## src/rtl/pipeline_pkg.sv

```systemverilog
// Shared pipeline definitions: forward-select encodings, hazard FSM states,
// per-operand compare result and the nearest-producer selection rule.
package pipeline_pkg;

    localparam logic [1:0] FWD_NONE  = 2'b00;
    localparam logic [1:0] FWD_MEMWB = 2'b01;
    localparam logic [1:0] FWD_EXMEM = 2'b10;

    typedef enum logic {
        IDLE  = 1'b0,
        STALL = 1'b1
    } hz_state_t;

    // Result of comparing one ID source operand against the in-flight destinations.
    typedef struct packed {
        logic hit_ex;
        logic hit_mem;
        logic load_hit;
    } src_hit_t;

    // Nearest producer wins: the EX instruction is younger than the MEM one.
    function automatic logic [1:0] fwd_select(input src_hit_t h);
        logic [1:0] sel;
        sel = FWD_NONE;
        if (h.hit_ex) begin
            sel = FWD_EXMEM;
        end else if (h.hit_mem) begin
            sel = FWD_MEMWB;
        end
        return sel;
    endfunction

endpackage

```

## src/rtl/fwd_src_match.sv

```systemverilog
// Combinational compare of one ID source operand against the EX and MEM destinations.
module fwd_src_match
    import pipeline_pkg::*;
#(
    parameter int unsigned REG_ADDR_W = 5
) (
    input  logic                  id_valid,
    input  logic [REG_ADDR_W-1:0] src,
    input  logic                  src_used,
    input  logic [REG_ADDR_W-1:0] idex_rd,
    input  logic                  idex_reg_write,
    input  logic                  idex_mem_read,
    input  logic [REG_ADDR_W-1:0] exmem_rd,
    input  logic                  exmem_reg_write,
    output logic                  hit_ex_c,
    output logic                  hit_mem_c,
    output logic                  load_hit_c
);

    logic reads_c;
    logic ex_same_c;
    logic mem_same_c;

    // Register $0 is hard-wired to zero, so it never forwards or hazards.
    always_comb begin
        reads_c    = id_valid & src_used & (src != '0);
        ex_same_c  = reads_c & (idex_rd == src);
        mem_same_c = reads_c & (exmem_rd == src);

        hit_ex_c   = ex_same_c & idex_reg_write & ~idex_mem_read;
        load_hit_c = ex_same_c & idex_reg_write & idex_mem_read;
        hit_mem_c  = mem_same_c & exmem_reg_write;
    end

endmodule

```

## src/rtl/forwarding_hazard_unit.sv

```systemverilog
// Forwarding and load-use hazard unit for the 5-stage pipeline.
// Forward selects are registered in ID so they are ready when the instruction
// reaches EX; load-use hazards stall PC/IF-ID and bubble ID/EX.
module forwarding_hazard_unit
    import pipeline_pkg::*;
#(
    parameter int unsigned REG_ADDR_W   = 5,
    parameter int unsigned NUM_SRC      = 2,
    parameter int unsigned STALL_CYCLES = 1,
    parameter int unsigned CNT_W        = 16
) (
    input  logic                          clock,
    input  logic                          reset,
    input  logic                          id_valid,
    input  logic [NUM_SRC*REG_ADDR_W-1:0] id_src,
    input  logic [NUM_SRC-1:0]            id_src_used,
    input  logic [REG_ADDR_W-1:0]         idex_rd,
    input  logic                          idex_reg_write,
    input  logic                          idex_mem_read,
    input  logic [REG_ADDR_W-1:0]         exmem_rd,
    input  logic                          exmem_reg_write,
    input  logic                          flush,
    output logic [2*NUM_SRC-1:0]          fwd_sel,
    output logic                          stall,
    output logic                          idex_bubble,
    output logic [CNT_W-1:0]              stall_cnt
);

    localparam int unsigned FWD_W       = 2 * NUM_SRC;
    localparam bit          MULTI_CYCLE = (STALL_CYCLES > 32'd1);
    localparam logic [1:0]  REM_INIT    = 2'(STALL_CYCLES - 32'd1);
    localparam logic [CNT_W-1:0] CNT_MAX = '1;

    logic [NUM_SRC-1:0] hit_ex_c;
    logic [NUM_SRC-1:0] hit_mem_c;
    logic [NUM_SRC-1:0] load_hit_c;

    logic               hazard_c;
    logic               stall_c;
    hz_state_t          state;
    hz_state_t          state_n;
    logic [1:0]         remaining;
    logic [1:0]         remaining_n;
    logic [FWD_W-1:0]   fwd_next_c;

    // One comparator per source operand.
    for (genvar g = 0; g < NUM_SRC; g++) begin : g_src
        fwd_src_match #(
            .REG_ADDR_W (REG_ADDR_W)
        ) u_match (
            .id_valid        (id_valid),
            .src             (id_src[g*REG_ADDR_W +: REG_ADDR_W]),
            .src_used        (id_src_used[g]),
            .idex_rd         (idex_rd),
            .idex_reg_write  (idex_reg_write),
            .idex_mem_read   (idex_mem_read),
            .exmem_rd        (exmem_rd),
            .exmem_reg_write (exmem_reg_write),
            .hit_ex_c        (hit_ex_c[g]),
            .hit_mem_c       (hit_mem_c[g]),
            .load_hit_c      (load_hit_c[g])
        );
    end

    // A squashed ID instruction cannot cause a load-use stall.
    assign hazard_c = ~flush & (|load_hit_c);

    // Stall FSM next-state: IDLE raises stall on a hazard, STALL counts down the extra cycles.
    always_comb begin
        state_n     = state;
        remaining_n = remaining;
        stall_c     = 1'b0;
        unique case (state)
            IDLE: begin
                stall_c = hazard_c;
                if (hazard_c && MULTI_CYCLE) begin
                    remaining_n = REM_INIT;
                    state_n     = STALL;
                end
            end
            STALL: begin
                if (flush) begin
                    remaining_n = 2'd0;
                    state_n     = IDLE;
                end else begin
                    stall_c     = 1'b1;
                    remaining_n = remaining - 2'd1;
                    if (remaining == 2'd1) begin
                        state_n = IDLE;
                    end
                end
            end
            default: begin
                remaining_n = 2'd0;
                state_n     = IDLE;
            end
        endcase
    end

    // Stall and bubble take effect in the same cycle; both are forced low during reset.
    assign stall       = stall_c & ~reset;
    assign idex_bubble = (stall_c | flush) & ~reset;

    // Stall FSM state register.
    always_ff @(posedge clock or posedge reset) begin
        if (reset) begin
            state     <= IDLE;
            remaining <= 2'd0;
        end else begin
            state     <= state_n;
            remaining <= remaining_n;
        end
    end

    // Next forward selects; a bubble entering EX gets no forwarding.
    always_comb begin
        fwd_next_c = '0;
        if (!(stall_c || flush || !id_valid)) begin
            for (int i = 0; i < NUM_SRC; i++) begin
                fwd_next_c[2*i +: 2] = fwd_select('{hit_ex:   hit_ex_c[i],
                                                    hit_mem:  hit_mem_c[i],
                                                    load_hit: load_hit_c[i]});
            end
        end
    end

    // Forward-select register, consumed by the instruction entering EX.
    always_ff @(posedge clock or posedge reset) begin
        if (reset) begin
            fwd_sel <= '0;
        end else begin
            fwd_sel <= fwd_next_c;
        end
    end

    // Saturating count of stalled cycles.
    always_ff @(posedge clock or posedge reset) begin
        if (reset) begin
            stall_cnt <= '0;
        end else if (stall_c && (stall_cnt != CNT_MAX)) begin
            stall_cnt <= stall_cnt + CNT_W'(1);
        end
    end

endmodule

```

## config.mk

```make
export PLATFORM = sky130hd
export DESIGN_NAME = forwarding_hazard_unit
export DESIGN_NICKNAME = d
export VERILOG_FILES = /design/src/rtl/pipeline_pkg.sv /design/src/rtl/fwd_src_match.sv /design/src/rtl/forwarding_hazard_unit.sv
export SDC_FILE = /design/constraint.sdc
export NUM_CORES = 1
export LEC_CHECK = 0
export BUFFER_PORTS_ARGS = -buffer_cell sky130_fd_sc_hd__buf_4
export CELL_PAD_IN_SITES_DETAIL_PLACEMENT = 1
export CELL_PAD_IN_SITES_GLOBAL_PLACEMENT = 1
export CORE_ASPECT_RATIO = 1.75
export CORE_MARGIN = 2
export CORE_UTILIZATION = 35
export CTS_CLUSTER_DIAMETER = 200
export DETAILED_ROUTE_END_ITERATION = 7
export GPL_ROUTABILITY_DRIVEN = 0
export HOLD_SLACK_MARGIN = 0.1
export PLACE_DENSITY = 0.76
export SLEW_MARGIN = 30
export SYNTH_ARGS = -nofsm -noshare
export SYNTH_HDL_FRONTEND = slang
export SYNTH_SLANG_ARGS = --single-unit
```

## constraint.sdc

```tcl
create_clock -name clock -period 2 [get_ports clock]
set_input_delay 0.3 -clock clock [delete_from_list [all_inputs] [get_ports clock]]
set_output_delay 0.3 -clock clock [all_outputs]
set_load 0.02 [all_outputs]
```

==> impl_metrics.json <==
{
  "outcome": "complete, but fails checks",
  "violations": "setup timing",
  "drt_iter0_drc": 46,
  "drc": 0,
  "synth_top_area_frac": 0.3192,
  "grt_max_degree": 24,
  "hold_violations": 0,
  "slew_headroom": 0.4935,
  "syn_nets": 230,
  "multi_input_area_um2": 1215,
  "post-route-min-period_ns": 2.015,
  "fmax_mhz": 496.2,
  "yosysTopAreaCell": "dfrtp_1",
  "period_share": 1.008,
  "portBuffers": 50,
  "crit_path_start_kind": "primary input",
  "clk_path_buf_depth": 2,
  "synthTopCellsByArea": "dfrtp_1, xor2_1, nand4_1",
  "cts_buffers": 3,
  "routed_wl_um": 7299,
  "wl_per_cell_um": 20.91,
  "vias": 2127,
  "syn_inst": 199,
  "synth_cell_types": 50,
  "yosys_warnings": 0,
  "cts_sinks": 23,
  "p_leak_nw": 1.182,
  "power_density_nw_per_um2": 382.1,
  "fin_util": 0.5498,
  "post-dp-hpwl_um": 5544,
  "crit_path_max_fanout": 2,
  "cts_tree": "done",
  "fillCellCount": 568,
  "ys_ff_latch": 23,
  "hold_path.class": "in2async",
  "fin_worst_skew_ns": 0.004400,
  "drive_gt1_frac": 0.4678,
  "synth_edf_count": 0,
  "rr_startpoint": "stall_cnt[0]",
  "drtAntennaViolNets": 0,
  "clk_latency_ns": 0.28,
  "crit_type": "in2out",
  "die_y_um": 98.95,
  "crit_start": "id_src[6]",
  "clk_pin_slew_ns": 0.09,
  "register_area_um2": 579.3,
  "setup_slack_ns": -0.01534,
  "via_per_inst": 6.095,
  "htreeDepth": 1,
  "layout_common_cells": "buf_4, dfrtp_1, nand4_1",
  "postSynth.asyncResetShare": 1.000,
  "grt_pass1_vias": 2376,
  "pin_count": 51,
  "setup_viol": 1,
  "ys_seq_area_frac": 0.3192,
  "fp.coreArea_um2": 4977,
  "cts_hold_buf": 0,
  "antenna_cells": 0,
  "max-cap-violations": 0,
  "arrival_ns": 1.72,
  "first_pass_iters": 4,
  "fin_setup_tns_ns": -0.01534,
  "syn_to_final_growth_pct": 51.77,
  "ir_worst_vdd_mv": 0.5251,
  "worst_pin_slew_ns": 0.7582,
  "grt_setup_unrepaired": "yes",
  "finalNetCount": 327,
  "initial_utilization": 0.3622,
  "track_usage": 0.2664,
  "avgSynthCellArea_um2": 9.060,
  "antenna_found_initial": 0,
  "final_common_cell": "buf_4",
  "crit_required_ns": 1.70,
  "die-area_um2": 5764,
  "grt_pass1_wl_um": 11600,
  "cts_root_buffer": "clkbuf_8",
  "ys.flop_type": "dfrtp_1",
  "cp-end-kind": "primary output",
  "die_w_um": 58.26,
  "grt_overflow": 0,
  "syn_area_um2": 1803,
  "slew_violations": 0,
  "rows": 34
}
[metal layers]
layer / GRT usage / up-vias / routed length, um
li1: - / 981 / -
met4: 0.1431 / 0 / 329
met5: 0 / - / 0
met2: 0.5393 / 80 / 4368
met1: 0.2390 / 1042 / 2380
met3: 0.02756 / 24 / 220
[through the flow]
step | power (mW) | cells | cell area, um^2 | setup WS (ns) | hold WS (ns)
floorplan | 0.5833 | 199 | 1817 | -0.1124 | 0.3018
global placement | 0.7066 | 340 | 2564 | -0.1626 | 0.3977
detailed placement | 0.7145 | 340 | 2564 | -0.1720 | 0.4197
CTS | 1.042 | 348 | 2685 | 0.004205 | 0.1116
global route | 1.085 | 349 | 2736 | -0.04336 | 0.1475
finish | 1.046 | 349 | 2736 | -0.01534 | 0.1168
[worst max-delay path, stage by stage]
cell and delay [ns]:
buf_4 0.11, or3_1 0.37, o311a_1 0.32, and4_4 0.19
o21ai_4 0.18, a211oi_2 0.09, buf_4 0.16
[timing repair]
item,CTS,global route
endpoints found under the setup margin,6,9
endpoints found under the hold margin,0,0
gates resized for setup,11,13
pin swaps,7,10
setup buffers,4,2
[state kept, by name, summed over array words and instances (netlist names)]
signal / count
fwd_sel: 4
state: 1
stall_cnt: 16
remaining: 2
[cell type report]
class,count,area share
flip-flops and latches,23,0.2117
repair buffers,105,0.2949
multi-input cells,158,0.4440
clock inverters,1,0.002743
well taps,54,0.02469
inverters,5,0.006859
clock buffers,3,0.01509
[synth_stat cells (all sizes together) (5+ instances only)]
cell type / n
dfrtp: 23
nand4: 16
nand2: 13
xor2: 13
nand3: 10
nor3: 10
xnor2: 10
a2111oi: 7
clkbuf: 7
buf: 6
nor2: 6
o21ai: 6
nor4: 5
o22ai: 5
or4: 5
[cells by family (layout without fill, tap and decap cells)]
logic type	count (synthesis)	in the layout	synth area share
AOI/OAI and AO/OA	47	47	0.2124
and+or+nand+nor	83	83	0.2748
muxes	3	3	0.01804
DFF	23	23	0.3192
adders and majority gates	2	2	0.01388
buffers and inverters	18	114	0.04996
xor gates and xnor gates	23	23	0.1117
[path summary, 6_finish.rpt]
check,cells after the start,slack (ns),endpoint
min,3,0.12,fwd_sel[1]
max,7,-0.02,stall
min reg2reg,1,0.55,stall_cnt[15]
max reg2reg,7,0.01,stall_cnt[9]
max in group asynchronous,3,1.61,stall_cnt[1]
min in group clock,2,0.26,fwd_sel[0]
[report_power, final]
group	internal (mW)	switching [mW]	leakage [nW]
Sequential	0.467	0.00416	0.279
Clock	0.142	0.177	0.0217
Combinational	0.124	0.131	0.882
(Power assumes the default switching activity.)
